[config.mk]
export PLATFORM = sky130hd
export DESIGN_NAME = wisard_arbiter
export DESIGN_NICKNAME = d
export VERILOG_FILES = /design/src/rtl/wisard_arb_pkg.sv /design/src/rtl/wisard_tag_fifo.sv /design/src/rtl/wisard_arbiter.sv
export SDC_FILE = /design/constraint.sdc
export NUM_CORES = 1
export LEC_CHECK = 0
export ABC_CLOCK_PERIOD_IN_PS = 2500
export CAP_MARGIN = 10
export CELL_PAD_IN_SITES_DETAIL_PLACEMENT = 1
export CELL_PAD_IN_SITES_GLOBAL_PLACEMENT = 1
export CORE_UTILIZATION = 31
export DETAILED_ROUTE_END_ITERATION = 10
export PLACE_DENSITY_LB_ADDON = 0.1
export REMOVE_ABC_BUFFERS = 1
export SYNTH_ARGS = -nofsm -noshare
export SYNTH_HDL_FRONTEND = slang
export SYNTH_SLANG_ARGS = --single-unit
[constraint.sdc]
create_clock -name clk -period 2.5 [get_ports clk]
set_clock_uncertainty 0.15 [all_clocks]
set_input_delay 0.5 -clock clk [delete_from_list [all_inputs] [get_ports clk]]
set_output_delay 0.5 -clock clk [all_outputs]
set_load 0.05 [all_outputs]
[src/rtl/wisard_arb_pkg.sv]
// Shared types and width helpers for the wisard frame arbiter.
package wisard_arb_pkg;

    typedef enum logic [0:0] {
        ST_IDLE   = 1'b0,
        ST_STREAM = 1'b1
    } arb_state_e;

    function automatic int unsigned clog2(input int unsigned n);
        int unsigned r;
        r = 0;
        for (int unsigned i = 0; i < 32; i++) begin
            if ((64'd1 << i) < 64'(n)) r = i + 1;
        end
        return r;
    endfunction

    // Requester id width; a single requester still needs one bit.
    function automatic int unsigned req_width(input int unsigned n_req);
        return (clog2(n_req) > 0) ? clog2(n_req) : 1;
    endfunction

    function automatic int unsigned tag_aw(input int unsigned depth);
        return clog2(depth);
    endfunction

endpackage

[src/rtl/wisard_tag_fifo.sv]
// Owner-tag FIFO: records which requester owns each frame inside the core.
module wisard_tag_fifo
    import wisard_arb_pkg::*;
#(
    parameter int unsigned WIDTH = 1,
    parameter int unsigned DEPTH = 4,
    localparam int unsigned AW   = tag_aw(DEPTH)
) (
    input  logic             clk,
    input  logic             rst_n,
    input  logic             push,
    input  logic             pop,
    input  logic [WIDTH-1:0] din,
    output logic [WIDTH-1:0] dout,
    output logic             full,
    output logic             empty,
    output logic [AW:0]      count
);

    logic [WIDTH-1:0] mem_q [DEPTH];
    logic [AW-1:0]    wr_ptr_q;
    logic [AW-1:0]    rd_ptr_q;
    logic [AW:0]      count_q;
    logic             do_push;
    logic             do_pop;

    assign full    = (count_q == (AW+1)'(DEPTH));
    assign empty   = (count_q == '0);
    assign do_pop  = pop & ~empty;
    assign do_push = push & (~full | do_pop);
    assign dout    = mem_q[rd_ptr_q];
    assign count   = count_q;

    always_ff @(posedge clk) begin
        if (!rst_n) begin
            wr_ptr_q <= '0;
            rd_ptr_q <= '0;
            count_q  <= '0;
        end else begin
            if (do_push) wr_ptr_q <= wr_ptr_q + AW'(1);
            if (do_pop)  rd_ptr_q <= rd_ptr_q + AW'(1);
            case ({do_push, do_pop})
                2'b10:   count_q <= count_q + (AW+1)'(1);
                2'b01:   count_q <= count_q - (AW+1)'(1);
                default: count_q <= count_q;
            endcase
        end
    end

    // Storage needs no reset: reads are qualified by the occupancy count.
    always_ff @(posedge clk) begin
        if (do_push) mem_q[wr_ptr_q] <= din;
    end

endmodule

[src/rtl/wisard_arbiter.sv]
// Frame-level round-robin arbiter sharing one wisard core among N_REQ
// address streams, with in-order routing of class results to the frame owner.
module wisard_arbiter
    import wisard_arb_pkg::*;
#(
    parameter int unsigned N_REQ         = 2,
    parameter int unsigned N_RAMS        = 64,
    parameter int unsigned ADDRESS_WIDTH = 16,
    parameter int unsigned INDEX_WIDTH   = 8,
    parameter int unsigned CLASS_WIDTH   = 4,
    parameter int unsigned TAG_DEPTH     = 4
) (
    input  logic                             clk,
    input  logic                             rst_n,
    input  logic [N_REQ-1:0]                 s_valid,
    output logic [N_REQ-1:0]                 s_ready,
    input  logic [N_REQ*ADDRESS_WIDTH-1:0]   s_addr,
    output logic                             core_sop,
    output logic                             core_valid,
    output logic                             core_eop,
    output logic [ADDRESS_WIDTH-1:0]         core_addr,
    output logic [INDEX_WIDTH-1:0]           core_index,
    input  logic                             core_source_valid,
    input  logic [CLASS_WIDTH-1:0]           core_class_result,
    output logic [N_REQ-1:0]                 r_valid,
    output logic [CLASS_WIDTH-1:0]           r_class,
    output logic                             busy,
    output logic                             err
);

    localparam int unsigned REQ_W  = req_width(N_REQ);
    localparam int unsigned TAG_AW = tag_aw(TAG_DEPTH);
    localparam int unsigned CNT_W  = (N_RAMS > 1) ? clog2(N_RAMS) : 1;
    localparam logic [CNT_W-1:0] LAST_BEAT = CNT_W'(N_RAMS - 1);

    arb_state_e               state_q, state_d;
    logic [REQ_W-1:0]         g_q, g_d;
    logic [REQ_W-1:0]         rr_q, rr_d;
    logic [CNT_W-1:0]         cnt_q, cnt_d;

    logic                     core_sop_q, core_sop_d;
    logic                     core_valid_q, core_valid_d;
    logic                     core_eop_q, core_eop_d;
    logic [ADDRESS_WIDTH-1:0] core_addr_q, core_addr_d;
    logic [INDEX_WIDTH-1:0]   core_index_q, core_index_d;
    logic [N_REQ-1:0]         r_valid_q, r_valid_d;
    logic [CLASS_WIDTH-1:0]   r_class_q, r_class_d;
    logic                     busy_q, busy_d;
    logic                     err_q, err_d;

    logic                     tag_push;
    logic                     tag_pop;
    logic [REQ_W-1:0]         tag_head;
    logic                     tag_full;
    logic                     tag_empty;
    logic [TAG_AW:0]          tag_count;
    logic [TAG_AW:0]          occ_d;

    logic                     win_found;
    logic [REQ_W-1:0]         win_idx;
    logic [REQ_W:0]           cand_sum;
    logic [ADDRESS_WIDTH-1:0] addr_arr [N_REQ];

    for (genvar k = 0; k < N_REQ; k++) begin : g_addr
        assign addr_arr[k] = s_addr[k*ADDRESS_WIDTH +: ADDRESS_WIDTH];
    end

    wisard_tag_fifo #(
        .WIDTH (REQ_W),
        .DEPTH (TAG_DEPTH)
    ) u_tag_fifo (
        .clk   (clk),
        .rst_n (rst_n),
        .push  (tag_push),
        .pop   (tag_pop),
        .din   (g_q),
        .dout  (tag_head),
        .full  (tag_full),
        .empty (tag_empty),
        .count (tag_count)
    );

    // Round-robin search starting at rr_q, wrapping modulo N_REQ.
    always_comb begin
        win_found = 1'b0;
        win_idx   = '0;
        cand_sum  = '0;
        for (int unsigned i = 0; i < N_REQ; i++) begin
            cand_sum = {1'b0, rr_q} + (REQ_W+1)'(i);
            if (cand_sum >= (REQ_W+1)'(N_REQ)) cand_sum = cand_sum - (REQ_W+1)'(N_REQ);
            if (!win_found && s_valid[cand_sum[REQ_W-1:0]]) begin
                win_found = 1'b1;
                win_idx   = cand_sum[REQ_W-1:0];
            end
        end
    end

    assign s_ready = (state_q == ST_STREAM) ? (N_REQ'(1) << g_q) : '0;

    always_comb begin
        state_d      = state_q;
        g_d          = g_q;
        rr_d         = rr_q;
        cnt_d        = cnt_q;
        core_sop_d   = 1'b0;
        core_valid_d = 1'b0;
        core_eop_d   = 1'b0;
        core_addr_d  = '0;
        core_index_d = '0;
        tag_push     = 1'b0;

        case (state_q)
            ST_IDLE: begin
                if (win_found && !tag_full) begin
                    state_d = ST_STREAM;
                    g_d     = win_idx;
                    cnt_d   = '0;
                end
            end
            ST_STREAM: begin
                if (s_valid[g_q]) begin
                    core_valid_d = 1'b1;
                    core_addr_d  = addr_arr[g_q];
                    core_index_d = INDEX_WIDTH'(cnt_q);
                    core_sop_d   = (cnt_q == '0);
                    core_eop_d   = (cnt_q == LAST_BEAT);
                    if (cnt_q == LAST_BEAT) begin
                        tag_push = 1'b1;
                        rr_d     = (g_q == REQ_W'(N_REQ - 1)) ? '0 : g_q + REQ_W'(1);
                        cnt_d    = '0;
                        state_d  = ST_IDLE;
                    end else begin
                        cnt_d = cnt_q + CNT_W'(1);
                    end
                end
            end
            default: state_d = ST_IDLE;
        endcase
    end

    // A result with no outstanding tag is dropped and flagged.
    always_comb begin
        tag_pop   = core_source_valid & ~tag_empty;
        r_valid_d = tag_pop ? (N_REQ'(1) << tag_head) : '0;
        r_class_d = tag_pop ? core_class_result : '0;
        err_d     = err_q | (core_source_valid & tag_empty);
        occ_d     = tag_count + (TAG_AW+1)'(tag_push) - (TAG_AW+1)'(tag_pop);
        busy_d    = (state_d == ST_STREAM) || (occ_d != '0);
    end

    always_ff @(posedge clk) begin
        if (!rst_n) begin
            state_q      <= ST_IDLE;
            g_q          <= '0;
            rr_q         <= '0;
            cnt_q        <= '0;
            core_sop_q   <= 1'b0;
            core_valid_q <= 1'b0;
            core_eop_q   <= 1'b0;
            core_addr_q  <= '0;
            core_index_q <= '0;
            r_valid_q    <= '0;
            r_class_q    <= '0;
            busy_q       <= 1'b0;
            err_q        <= 1'b0;
        end else begin
            state_q      <= state_d;
            g_q          <= g_d;
            rr_q         <= rr_d;
            cnt_q        <= cnt_d;
            core_sop_q   <= core_sop_d;
            core_valid_q <= core_valid_d;
            core_eop_q   <= core_eop_d;
            core_addr_q  <= core_addr_d;
            core_index_q <= core_index_d;
            r_valid_q    <= r_valid_d;
            r_class_q    <= r_class_d;
            busy_q       <= busy_d;
            err_q        <= err_d;
        end
    end

    assign core_sop   = core_sop_q;
    assign core_valid = core_valid_q;
    assign core_eop   = core_eop_q;
    assign core_addr  = core_addr_q;
    assign core_index = core_index_q;
    assign r_valid    = r_valid_q;
    assign r_class    = r_class_q;
    assign busy       = busy_q;
    assign err        = err_q;

endmodule

Word level (Yosys, flattened, before mapping)
Memories as Yosys holds them, arrays and structs flattened. A register that Yosys moved wholly into a read port is not among the register bits.
Index checks and enable logic that the tools add are counted.

operators by class
  $add $sub $neg = 11
  multipliers = 0
  divide/modulo/power cells = 0
  order comparisons = 6
  equality and inequality tests = 6
  shift-type cells = 2
  muxes and demuxes = 34
  bitwise logic cells = 10
  reductions and logical operators = 15

operators by type and width
  cell                                                                   count
  16-bit two-way mux                                                     3
  1-bit two-way mux                                                      22
  6-bit two-way mux                                                      3
  6-bit one-hot mux with 2 select lines                                  1
  2-bit AND reduction                                                    4
  6-bit by 1-bit adder with 6-bit output (second input constant)         1
  6-bit == test (second input constant)                                  1
  6-bit zero test                                                        1
  1-bit by 2-bit < comparator with 1-bit output (second input constant)  3
  2-bit two-way mux                                                      3
  3-bit one-hot mux with 2 select lines                                  1
  3-bit AND reduction                                                    2
  2-bit by 1-bit adder with 2-bit output (second input constant)         2
  1-bit AND                                                              4
  2-bit greater-or-equal comparator (second input constant)              2
  1-bit by 1-bit left shift with 2-bit output (first input constant)     2
  3-bit by 1-bit adder with 3-bit output                                 1
  3-bit by 1-bit adder with 3-bit output (second input constant)         1
  3-bit == test (second input constant)                                  1
  3-bit zero test                                                        1
  1-bit inverter                                                         3
  3-bit nonzero test                                                     1
  3-bit by 1-bit subtractor with 3-bit output                            1
  3-bit by 1-bit subtractor with 3-bit output (second input constant)    1
  other kinds (15)                                                       19

word-level totals
  bits in registers = 51
  bits in latches = 0
  RAM bits = 4
  ROM bits = 0
  bits of input ports = 41
  output and inout bits = 37
  logic and storage cells = 102
  memories kept = 1

memories
  name              words  bits a word  rd ports  clocked after Yosys merged registers in  wr ports  line                   RTL
  u_tag_fifo.mem_q  4      1            1         1                                        1         wisard_tag_fifo.sv:20  logic [WIDTH-1:0] mem_q [DEPTH];

Logic depth before layout (Yosys ltp)
  depth in word-level cells = 12
  mapped depth = 10
  depth with buffers taken out = 9

Cells and area by module
From an unflattened synthesis, not the netlist that was laid out.

unflattened totals
  cells, all modules = 228
  area, all modules = 2,313.5 µm²

modules (own cells, without submodules)
  module           instances  cells an instance  area each (µm²)  sequential area each (µm²)
  wisard_arbiter   1          169                1,675.4          840.8
  wisard_tag_fifo  1          59                 638.1            300.3

Worst setup path after synthesis
Ideal clock, no wire load.

  path type = reg2reg
  from = reg u_tag_fifo.count_q[2], in the netlist u_tag_fifo.count[2]
  to = reg busy_q, in the netlist busy
  setup time = 125 ps
  data arrival time = 2,226 ps
  data required time = 2,225 ps
  setup slack = -1 ps
  cell stages (with the launch flop) = 11
  buffers on the path = 1
  clock period less this slack = 2,501 ps
  path through = dfxtp_1 buf_2 o31ai_4 inv_2 ha_1 inv_1 ha_1 fa_1 xnor2_1 xnor2_1 o41a_1

on the way
  cells in the longest elaborated chain, start to end = 6
  elaborated cells between the ends (all ways) = 12
  those cells by class = add/sub: 2; eq/ne: 1; mux: 2; bitwise: 2; reduce/logical: 5

RTL lines
  what                                                                                            line                   RTL
  start, declared                                                                                 wisard_tag_fifo.sv:23  logic [AW:0] count_q;
  start signal, assigned                                                                          wisard_tag_fifo.sv:43  2'b10: count_q <= count_q + (AW+1)'(1);
  start signal, assigned                                                                          wisard_tag_fifo.sv:44  2'b01: count_q <= count_q - (AW+1)'(1);
  start signal, assigned                                                                          wisard_tag_fifo.sv:45  default: count_q <= count_q;
  parallel branches: the longest is 5 deep, another holds 3-bit by 1-bit adder with 3-bit output  n/a
  1-bit logical OR (*)                                                                            wisard_arbiter.sv:148  busy_d = (state_d == ST_STREAM) || (occ_d != '0);
  end signal, assigned                                                                            wisard_arbiter.sv:178  busy_q <= busy_d;
  end, declared                                                                                   wisard_arbiter.sv:48   logic busy_q, busy_d;

Mark *: on every way between the ends.
A chain may end at the register's enable or synchronous reset.

Worst setup path in the final report
  from = reg u_tag_fifo.count_q[0], in the netlist u_tag_fifo.count[0]
  to = reg busy_q, in the netlist busy

The elaborated chain is that of the path after synthesis.

==> metrics.md <==
| Metric | Value |
|---|---|
| Result of the run | `finished, final reports clean` |
| Detailed route wirelength on metal2 | `2710 um` |
| Synth warn | `0` |
| Layout area overhead | `46.4%` |
| Period utilization | `95.0%` |
| Die Ht | `88.6 um` |
| Most frequently used cell type in the post-synthesis netlist | `sky130_fd_sc_hd__dfxtp_1` |
| Filler instances | `842` |
| TritonCTS clock tree | `yes` |
| Worst min-delay path category | `flip-flop to flip-flop` |
| Largest vdd supply drop | `0.232 mV` |
| Portion of synthesized cell area occupied by the leading cell type | `44.0%` |
| Die Area | `0.00784 mm^2` |
| Largest net degree at the start of global routing | `26` |
| Vias per inst | `4.53` |
| Final weighted congestion of routability-driven global placement | `0.782` |
| Core footprint | `0.00725 mm^2` |
| Master of the slowest instance on the critical path | `sky130_fd_sc_hd__fa_2` |
| TNS Setup | `0 ps` |
| Number of standard cells after synthesis | `227` |
| Topmost layer with routed signal wires | `met4` |
| Horizontal extent of the die | `88.6 um` |
| Clk buf depth | `2` |
| Reg-to-reg startpoint | `u_tag_fifo.count[0]` |
| Effective utilization at floorplan | `32.0%` |
| Flops & latches, synth | `55` |
| Cell Area, Synth | `0.00232 mm^2` |
| Arrival time of data at the critical path endpoint | `2420 ps` |
| Clock transition at path regs | `90 ps` |
| Asr flop ratio synth | `0%` |
| Hold Path Sink | `rr_q` |
| Global-route wire length before repair | `8530 um` |
| CTS Hold Buffers Added | `0` |
| Maximum capacitance violations | `0` |
| Worst-Skew Late Latency | `310 ps` |
| Worst reg2reg setup slack | `130 ps` |
| Inserted Clock Buffers | `5` |
| Power density normalized to cell area | `503 mW/mm^2` |
| Final antenna-violating net count | `0` |
| Layout Utilization | `46.9%` |
| Leftover overflow at the end of global routing | `0` |
| Post-synthesis area per instance | `10.2 um^2` |
| Total GRT Usage | `14.4%` |
| Worst setup SP type | `flip-flop` |
| Root buffer selected by CTS | `sky130_fd_sc_hd__clkbuf_8` |
| Number of max-slew violations in the final report | `0` |
| Drt first pass iters | `4` |
| Max_slew headroom | `65.2%` |
| Fraction of final layout cells with drive strength greater than 1 | `13.2%` |
| Number of setup buffers added after CTS | `0` |
| Wirelength, routed | `5390 um` |
| Vias after detailed routing | `1884` |
| CTS sink count | `55` |
| Dominant register cell in the synthesized netlist | `sky130_fd_sc_hd__dfxtp_1` |
| First-iteration detailed-routing DRC count | `43` |
| Top-Level Pins | `78` |
| Final hold vios | `0` |
| Path depth of the worst reg2reg path | `9` |
| Number of nets in the final layout | `367` |
| Number of enable-type register cells in the synthesized netlist | `4` |
| Minimum clock period after layout | `2370 ps` |
| Most frequent cells after synthesis | `sky130_fd_sc_hd__dfxtp_1 (51), sky130_fd_sc_hd__nor2_1 (32), sky130_fd_sc_hd__mux2i_1 (20)` |
| Via count of the first global-routing pass | `1794` |
| Setup repair after global routing missed its margin | `no` |
| FP Rows | `31` |
| Cell repeated most along the worst path | `sky130_fd_sc_hd__ha_1` |
| Placed wire-length estimate | `4130 um` |
| Crit Path Max Fanout | `2` |
| Sequential area share after synthesis | `49.1%` |
| Lkg Pwr | `1.37 nW` |
| Post-synth top area cell | `sky130_fd_sc_hd__dfxtp_1` |
| Maximum achievable frequency | `421 MHz` |
| WS Path Type | `flip-flop to flip-flop` |
| Reg-to-Reg End | `busy` |
| Antenna cells | `0` |
| Transition time of the tightest slew-check pin | `521 ps` |
| Leading post-synthesis cells by cell area | `sky130_fd_sc_hd__dfxtp_1 (44%), sky130_fd_sc_hd__mux2i_1 (8.6%), sky130_fd_sc_hd__edfxtp_1 (5.2%), sky130_fd_sc_hd__nor2_1 (5.2%), sky130_fd_sc_hd__ha_1 (4.3%)` |
| Maximum single-stage delay on the critical path | `370 ps` |
| Initial antenna violation count | `0` |
| Total routed wire length on the met1 layer | `2450 um` |
| Met3 Wirelength | `186 um` |
| Required arrival time at the worst endpoint | `2540 ps` |
| Final setup violation count | `0` |
| Library cells used by synthesis | `44` |
| Number of buffers inserted by port buffering | `75` |
| Worst hold path depth | `2` |
| Source of the worst hold timing path | `rr_q` |
| Cells along the critical path | `o31ai_4 > inv_2 > ha_1 > inv_1 > ha_1 > fa_2 > xnor2_2 > xnor2_1 > o41a_1` |
| Capturing element type of the critical path | `flip-flop` |
| DRC | `0` |
| H-Tree Depth | `2` |
| Wire length per cell after detailed routing | `13.0 um` |
==> layout by cell type (no fill, tap or decap), types with 3 or more instances in the layout <==
cell                              count
sky130_fd_sc_hd__dfxtp_1             51
sky130_fd_sc_hd__nand2b_1             3
sky130_fd_sc_hd__a21oi_1              7
sky130_fd_sc_hd__nor2_1              32
sky130_fd_sc_hd__nand3_1              9
sky130_fd_sc_hd__ha_1                 8
sky130_fd_sc_hd__mux2i_1             20
sky130_fd_sc_hd__clkbuf_8             5
sky130_fd_sc_hd__and2_1               3
sky130_fd_sc_hd__buf_4               18
sky130_fd_sc_hd__xnor2_1              3
sky130_fd_sc_hd__edfxtp_1             4
sky130_fd_sc_hd__nor3_1               5
sky130_fd_sc_hd__inv_1               13
sky130_fd_sc_hd__nand2_1             11
sky130_fd_sc_hd__clkdlybuf4s50_1     70
sky130_fd_sc_hd__and3_1              14
==> critical path: cells and delay by family, from the launching register on <==
| kind | cells | cell delay (ps) |
|---|---|---|
| xor gates and xnor gates | 2 | 270 |
| DFF | 1 | 350 |
| adders and majority gates | 3 | 830 |
| buffers and inverters | 2 | 100 |
| AOI/OAI and AO/OA | 2 | 570 |
==> power by group <==
group,internal (mW),leakage [nW],switching (mW)
sequential,0.900,0.445,0.00809
combinational,0.110,0.866,0.118
clock,0.294,0.0556,0.282
total,1.30,1.37,0.408
==> how the worst max path moves through the flow <==
| stage | start | slack, ps | depth (start not counted) | endpoint |
|---|---|---|---|---|
| after floorplan | g_q | -430 | 8 | busy |
| after global placement | core_source_valid | -320 | 10 | busy |
| after detailed placement | core_source_valid | -370 | 10 | busy |
| after CTS | s_valid[0] | 50 | 9 | busy |
| after global routing | u_tag_fifo.count[0] | 30 | 9 | busy |
| final | u_tag_fifo.count[0] | 130 | 9 | busy |
==> per-layer routing <==
layer	track usage [%]	up-vias
li1	-	946
met1	18.4	901
met2	24.3	32
met3	3.64	5
met4	3.96	0
met5	0	-
==> stage by stage <==
step | instance area, um^2 | cells | power (mW) | hold slack, ps | setup slack, ps
after floorplan | 2270 | 217 | 1.04 | 314 | -426
after global placement | 3280 | 408 | 1.16 | 310 | -320
after detailed placement | 3280 | 408 | 1.16 | 348 | -367
after CTS | 3390 | 416 | 1.74 | 368 | 47.1
after global routing | 3400 | 416 | 1.80 | 408 | 29.0
final | 3400 | 416 | 1.71 | 363 | 126
==> sequential cells by signal (all words and copies together), names as in the netlist, named ones only <==
register / count
u_tag_fifo.mem_q: 4
core_sop: 1
cnt_q: 6
err: 1
core_addr: 16
u_tag_fifo.wr_ptr_q: 2
r_valid: 2
g_q: 1
rr_q: 1
u_tag_fifo.count: 3
core_eop: 1
busy: 1
state_q: 1
u_tag_fifo.rd_ptr_q: 2
core_index: 6
r_class: 4
core_valid: 1
==> cell type report <==
cell class	count	area, um^2	share of cell area [%]
Inverter	15	56.3	1.66
Tap cell	99	124	3.64
Clock inverter	3	38.8	1.14
Multi-Input combinational cell	147	1080	31.8
Sequential cell	55	1140	33.6
Clock buffer	5	68.8	2.02
Timing Repair Buffer	92	890	26.2
==> repair_timing <==
action                                 in CTS  in global routing
cloned                                      0                  0
setup endpoints to repair                   1                  1
pin swaps                                   0                  1
gates resized for setup                     3                  2
endpoints found under the hold margin       0                  0
==> cell families after synthesis <==
kind of cell,synth area share (%)
other cells,0.161
compound gates,8.84
simple gates,18.4
xor+xnor,2.26
fa+ha+maj,6.03
buf+inv,4.90
mux,10.2
flops,49.1
Note: power is estimated with default switching activity, not from simulation.
